--- src/rtl/fifo_arb_pkg.sv ---
// fifo_arb_pkg: shared state type and rotating-priority pick helper for fifo_wr_arbiter
//   arb_state_e : S_IDLE (no grant) / S_LOCKED (one requester owns the push port)
//   rr_pick     : one-hot pick of the first set bit of req at or after ptr, wrapping modulo n
package fifo_arb_pkg;

  typedef enum logic {S_IDLE, S_LOCKED} arb_state_e;

  localparam int MAX_REQ = 32;
  localparam int IDX_W   = 5;

  // ptr is the index holding top priority (one past the last owner); lower k wins.
  function automatic logic [MAX_REQ-1:0] rr_pick(
    input logic [MAX_REQ-1:0] req,
    input logic [IDX_W-1:0]   ptr,
    input logic [IDX_W:0]     n
  );
    logic [IDX_W:0] idx;
    rr_pick = '0;
    for (int k = MAX_REQ - 1; k >= 0; k--) begin
      idx = {1'b0, ptr} + (IDX_W + 1)'(k);
      if (idx >= n) idx = idx - n;
      if ((IDX_W + 1)'(k) < n && req[idx[IDX_W-1:0]]) rr_pick = MAX_REQ'(1) << idx;
    end
  endfunction

endpackage

--- src/rtl/rr_arbiter.sv ---
// rr_arbiter: combinational rotating-priority picker
//   req_i   : request vector
//   ptr_i   : index with top priority this round
//   grant_o : one-hot winner, 0 when no request
//   any_o   : at least one request present
module rr_arbiter
  import fifo_arb_pkg::*;
#(
  parameter int N = 4
) (
  input  logic [N-1:0]         req_i,
  input  logic [$clog2(N)-1:0] ptr_i,
  output logic [N-1:0]         grant_o,
  output logic                 any_o
);

  logic [MAX_REQ-1:0] pick;

  assign pick    = rr_pick(MAX_REQ'(req_i), IDX_W'(ptr_i), (IDX_W + 1)'(N));
  assign grant_o = pick[N-1:0];
  assign any_o   = |pick;

endmodule

--- src/rtl/fifo_wr_arbiter.sv ---
// fifo_wr_arbiter: round-robin burst arbiter sharing one sync_fifo push port between NUM_REQ producers
//   clk_i, rst_i             : clock, synchronous active-high reset
//   req_data_i/valid/last    : per-requester beat interface, req_ready_o is per-requester ready
//   fifo_full_i              : downstream full, gates every beat
//   fifo_push_o/fifo_data_o  : downstream write side
//   grant_o                  : one-hot owner (0 when idle), busy_o high while locked
module fifo_wr_arbiter
  import fifo_arb_pkg::*;
#(
  parameter int NUM_REQ    = 4,
  parameter int DATA_WIDTH = 32,
  parameter int MAX_BURST  = 16,
  parameter int CNT_WIDTH  = $clog2(MAX_BURST) + 1
) (
  input  logic                          clk_i,
  input  logic                          rst_i,
  input  logic [NUM_REQ*DATA_WIDTH-1:0] req_data_i,
  input  logic [NUM_REQ-1:0]            req_valid_i,
  input  logic [NUM_REQ-1:0]            req_last_i,
  output logic [NUM_REQ-1:0]            req_ready_o,
  input  logic                          fifo_full_i,
  output logic                          fifo_push_o,
  output logic [DATA_WIDTH-1:0]         fifo_data_o,
  output logic [NUM_REQ-1:0]            grant_o,
  output logic                          busy_o
);

  localparam int IW = $clog2(NUM_REQ);

  arb_state_e           state;
  logic [NUM_REQ-1:0]   pick;
  logic                 any;
  logic [IW-1:0]        pick_idx;
  logic [IW-1:0]        gidx;
  logic [IW-1:0]        ptr;
  logic [CNT_WIDTH-1:0] burst_cnt;
  logic                 open;
  logic                 done;

  rr_arbiter #(.N(NUM_REQ)) u_rr (
    .req_i  (req_valid_i),
    .ptr_i  (ptr),
    .grant_o(pick),
    .any_o  (any)
  );

  always_comb begin
    pick_idx = '0;
    for (int i = 0; i < NUM_REQ; i++) if (pick[i]) pick_idx = IW'(i);
  end

  // The port is open to the owner only while locked, out of reset and not full.
  assign open        = state == S_LOCKED && !rst_i && !fifo_full_i;
  assign req_ready_o = open ? grant_o : '0;
  assign fifo_push_o = open && req_valid_i[gidx];
  assign fifo_data_o = state == S_LOCKED ? req_data_i[gidx*DATA_WIDTH +: DATA_WIDTH] : '0;
  assign done        = req_last_i[gidx] || burst_cnt == CNT_WIDTH'(MAX_BURST - 1);
  assign busy_o      = state == S_LOCKED;

  always_ff @(posedge clk_i) begin
    if (rst_i) begin
      state     <= S_IDLE;
      grant_o   <= '0;
      gidx      <= '0;
      ptr       <= '0;
      burst_cnt <= '0;
    end else if (state == S_IDLE) begin
      if (any) begin
        state   <= S_LOCKED;
        grant_o <= pick;
        gidx    <= pick_idx;
      end
    end else if (fifo_push_o) begin
      if (done) begin
        state     <= S_IDLE;
        grant_o   <= '0;
        burst_cnt <= '0;
        ptr       <= gidx == IW'(NUM_REQ - 1) ? '0 : gidx + 1'b1;
      end else begin
        burst_cnt <= burst_cnt + 1'b1;
      end
    end
  end

endmodule

--- config.mk ---
export PLATFORM = sky130hd
export DESIGN_NAME = fifo_wr_arbiter
export DESIGN_NICKNAME = d
export VERILOG_FILES = /design/src/rtl/fifo_arb_pkg.sv /design/src/rtl/rr_arbiter.sv /design/src/rtl/fifo_wr_arbiter.sv
export SDC_FILE = /design/constraint.sdc
export NUM_CORES = 1
export LEC_CHECK = 0
export ABC_AREA = 1
export CORE_UTILIZATION = 33
export CTS_CLUSTER_SIZE = 14
export DETAILED_ROUTE_END_ITERATION = 7
export HOLD_SLACK_MARGIN = 0.05
export PLACE_DENSITY = 0.8
export SETUP_SLACK_MARGIN = 0.5
export SYNTH_ARGS = -nofsm -noshare
export SYNTH_HDL_FRONTEND = slang
export SYNTH_SLANG_ARGS = --single-unit
--- constraint.sdc ---
create_clock -name clk_i -period 2.8 [get_ports clk_i]
set_input_delay 0.42 -clock clk_i [delete_from_list [all_inputs] [get_ports clk_i]]
set_output_delay 0.42 -clock clk_i [all_outputs]
set_load 0.005 [all_outputs]
==> results_tabular.tex <==
\begin{tabular}{lr}
\hline
Metric & Value \\
\hline
\multicolumn{2}{l}{\textbf{Floorplanning}} \\
Starting Density & 34.5\% \\
X dimension of the die & 83.7 microns \\
Core area & 0.00639 sq mm \\
Vertical die dimension & 83.7 microns \\
Count of boundary I/O pins & 181 \\
Overall die area & 0.00700 sq mm \\
Number of cell rows & 29 \\
\multicolumn{2}{l}{\textbf{STA}} \\
Unrepaired setup endpoints after global routing & yes \\
Highest achievable clock rate & 0.429 GHz \\
Minimum clock period after layout & 2330 ps \\
Part of the cycle the worst path needs & 83.3\% \\
Pin slew with the least headroom to its limit & 453 ps \\
Worst setup skew after layout & 2.56 ps \\
Setup Viol. Count Final & 0 \\
Max Slew Vio Count & 0 \\
Headroom to the max-slew limit & 69.8\% \\
Total negative slack & 0 ps \\
Total count of hold-check failures in the final report & 0 \\
\multicolumn{2}{l}{\textbf{Outcome}} \\
Status & finished, final reports clean \\
\multicolumn{2}{l}{\textbf{Route}} \\
Number of remaining DRC errors & 0 \\
Number of iterations in the first detailed-routing pass & 4 \\
Residual antenna-violating net count after detailed routing & 0 \\
Drt via density & 5.01 \\
First DRT Iteration DRCs & 167 \\
Total wire length & 10100 microns \\
Average wire length per cell after detail routing & 14.6 microns \\
Via count & 3474 \\
\multicolumn{2}{l}{\textbf{Synthesis}} \\
Area fraction of the dominant cell type after synthesis & 24.9\% \\
Synthesis warning total & 0 \\
Net Count, Synth & 585 \\
Area contributors post-synth & nor2\_1 25\%, o21ai\_0 16\%, dfxtp\_1 13\%, a21oi\_1 11\%, nand2\_1 8.9\% \\
Leading register cell type out of synthesis & dfxtp\_1 \\
Number of distinct standard cells referenced by the synthesized netlist & 28 \\
Most instantiated library cell after synthesis & nor2\_1 \\
Netlist Area Pre-Place & 0.00220 sq mm \\
Sequential fraction of the synthesis area & 12.7\% \\
Ranking of synthesized cells by instance count & 146 x nor2\_1, 70 x o21ai\_0, 52 x nand2\_1 \\
Flip-flop and latch count after synthesis & 14 \\
Cell type with the largest total area after synthesis & nor2\_1 \\
Average instance area after synthesis & 5.06 sq um \\
Gate count of the mapped netlist & 435 \\
Count of flip-flops with a built-in enable after synthesis & 0 \\
Share of flip-flops with an asynchronous set or reset after synthesis & 0\% \\
\multicolumn{2}{l}{\textbf{Final layout}} \\
Area grow syn2layout & 101\% \\
Total number of nets in the final design & 767 \\
Final std cells w/o fill & 693 \\
Fill cell total of the finished layout & 581 \\
Antenna diode count & 0 \\
Fraction of layout instances using a drive strength above 1 & 8.93\% \\
\multicolumn{2}{l}{\textbf{Clock tree}} \\
CTS buffer count & 3 \\
CTS root buffer & clkbuf\_8 \\
Number of sinks driven by the clock tree & 14 \\
Clock tree from TritonCTS & done \\
Level count of the clock H-tree & 1 \\
Clock latency on the worst-skew pair & 250 ps \\
Largest buffer count on any clock path & 2 \\
CTS clk-pin slew, worst paths & 60 ps \\
\multicolumn{2}{l}{\textbf{Placed design}} \\
Gp weighted congestion & 0.889 \\
Placed wire-length estimate & 7430 microns \\
Dpl cells & 676 \\
Number of buffer cells added on primary ports & 180 \\
\multicolumn{2}{l}{\textbf{Worst setup path}} \\
Ordered list of cells on the worst path & clkinvlp\_4 > buf\_4 > buf\_4 > buf\_6 > o21ai\_0 > a21oi\_1 > clkdlybuf4s50\_1 \\
Cell with the largest stage delay on the worst path & clkdlybuf4s50\_1 \\
Startpoint Class & flop \\
Cell repeated most along the worst path & buf\_4 \\
Worst path max stage delay & 470 ps \\
R2R Path Start & ptr[0] \\
Worst setup path startpoint & gidx[0] \\
Crit. End Element & output pin \\
Kind of critical path & flop to output pin \\
Max Fanout on Critical Path & 5 \\
Worst endpoint required time & 2380 ps \\
Endpoint arrival time on the critical path & 1910 ps \\
\multicolumn{2}{l}{\textbf{GRT}} \\
Aggregate global-route resource usage & 26.7\% \\
Vias in the first global route & 3315 \\
First-pass GRT wire length & 15200 microns \\
Remaining Overflow, GRT & 0 \\
Maximum number of pins on one net before global-route repair & 39 \\
Number of antenna violations at the first check in global routing & 0 \\
\multicolumn{2}{l}{\textbf{Worst hold path}} \\
Startpoint of the most critical hold path & burst\_cnt[4] \\
Min-delay worst type & flop to flop \\
\multicolumn{2}{l}{\textbf{Flow run}} \\
Max-cap violation count & 0 \\
\multicolumn{2}{l}{\textbf{Pwr}} \\
Leakage Power & 1.96 nW \\
Cell Pwr Density & 407 mW/mm\^{}2 \\
Peak supply drop & 529 uV \\
\hline
\end{tabular}
report_power, final:
part	leakage [nW]	switching, mW	internal, mW
combinational	1.82	0.631	0.707
sequential	0.117	0.0329	0.222
clock	0.0288	0.0782	0.125
total	1.96	0.742	1.05
layer usage:
| layer | share of wire [%] | vias up | global-route usage (%) |
|---|---|---|---|
| met5 | 0 | - | 0 |
| met4 | 2.0 | 0 | 8.63 |
| met2 | 52 | 141 | 48.7 |
| met3 | 7.0 | 17 | 5.34 |
| met1 | 39 | 1552 | 30.8 |
| li1 | - | 1764 | - |
metrics by stage:
step           instance area [sq um]  total power, mW  hold slack, ps  util (%)  worst slack (ps)
2_1_floorplan                   2200            0.845             455         -               867
3_3_place_gp                    4070             1.41             465      63.8               362
3_5_place_dp                    4070             1.43             484      63.8               364
4_1_cts                         4190             1.68             494      65.6               474
5_1_grt                         4410             1.95             519      69.1               400
6_report                        4410             1.80             495      69.1               466
layout make-up:
cell class	count	area, sq um	share of cell area [%]
Clock buffer	4	55.1	1.25
Inverter	35	135	3.06
Multi-Input combinational cell	359	1700	38.6
Sequential cell	14	295	6.69
Tap cell	77	96.3	2.18
Timing Repair Buffer	204	2130	48.2
placed cells by master, fill, tap and decap left out:
cell	Yosys	layout
buf_6	0	1
nor3_4	0	1
inv_1	32	29
o21ai_2	1	3
dfxtp_1	14	10
a211oi_1	1	1
nand2_4	2	2
ha_1	11	11
o21a_1	1	1
o31ai_1	1	1
nand2_1	52	51
clkbuf_16	0	3
buf_4	1	14
buf_12	0	4
nor2_2	2	3
nand4_1	1	1
clkinvlp_4	0	1
dfxtp_4	0	4
nand3_1	9	9
o21ai_0	70	50
a21oi_1	48	48
xor2_1	1	1
nor2_1	146	145
dlygate4sd2_1	0	1
o21bai_1	1	1
clkdlybuf4s50_1	0	169
a22oi_1	1	1
o32ai_1	1	1
clkbuf_8	0	4
o21ai_1	1	19
buf_8	0	2
inv_2	2	5
nand2_2	7	8
dlymetal6s2s_1	0	10
nor3_1	2	1
state kept, by name, summed over array words and instances (netlist names):
register   cells
burst_cnt      5
busy_o         1
gidx           2
grant_o        4
ptr            2
logic make-up (layout without fill, tap and decap cells):
kind of cell | Yosys count | count (layout) | share of synthesized area [%]
buf+inv | 62 | 243 | 10.9
simple gates | 221 | 221 | 40.1
compound gates | 126 | 126 | 29.6
fa+ha+maj | 11 | 11 | 6.25
flops | 14 | 14 | 12.7
xor+xnor | 1 | 1 | 0.398
worst paths after layout:
kind | cells after the start | to | slack (ps)
hold reg to reg | 2 | burst_cnt[4] | 490
setup reg to reg | 15 | grant_o[0] | 690
setup / recovery | 7 | fifo_data_o[4] | 470
hold / removal | 2 | burst_cnt[4] | 490
worst max-delay path: cells and delay by family (launching register included):
kind	cells	cell delay (ps)
buffers and inverters	5	990
AOI/OAI and AO/OA	2	240
DFF	1	420
what timing repair did:
action	CTS	global route
buffers inserted	3	6
cloned	0	4
endpoints found under the hold margin	0	0
endpoints found under the setup margin	40	43
gates resized for setup	25	39
hold buffers	0	0
pin swaps	0	2
Note: power is estimated with default switching activity, not from simulation.
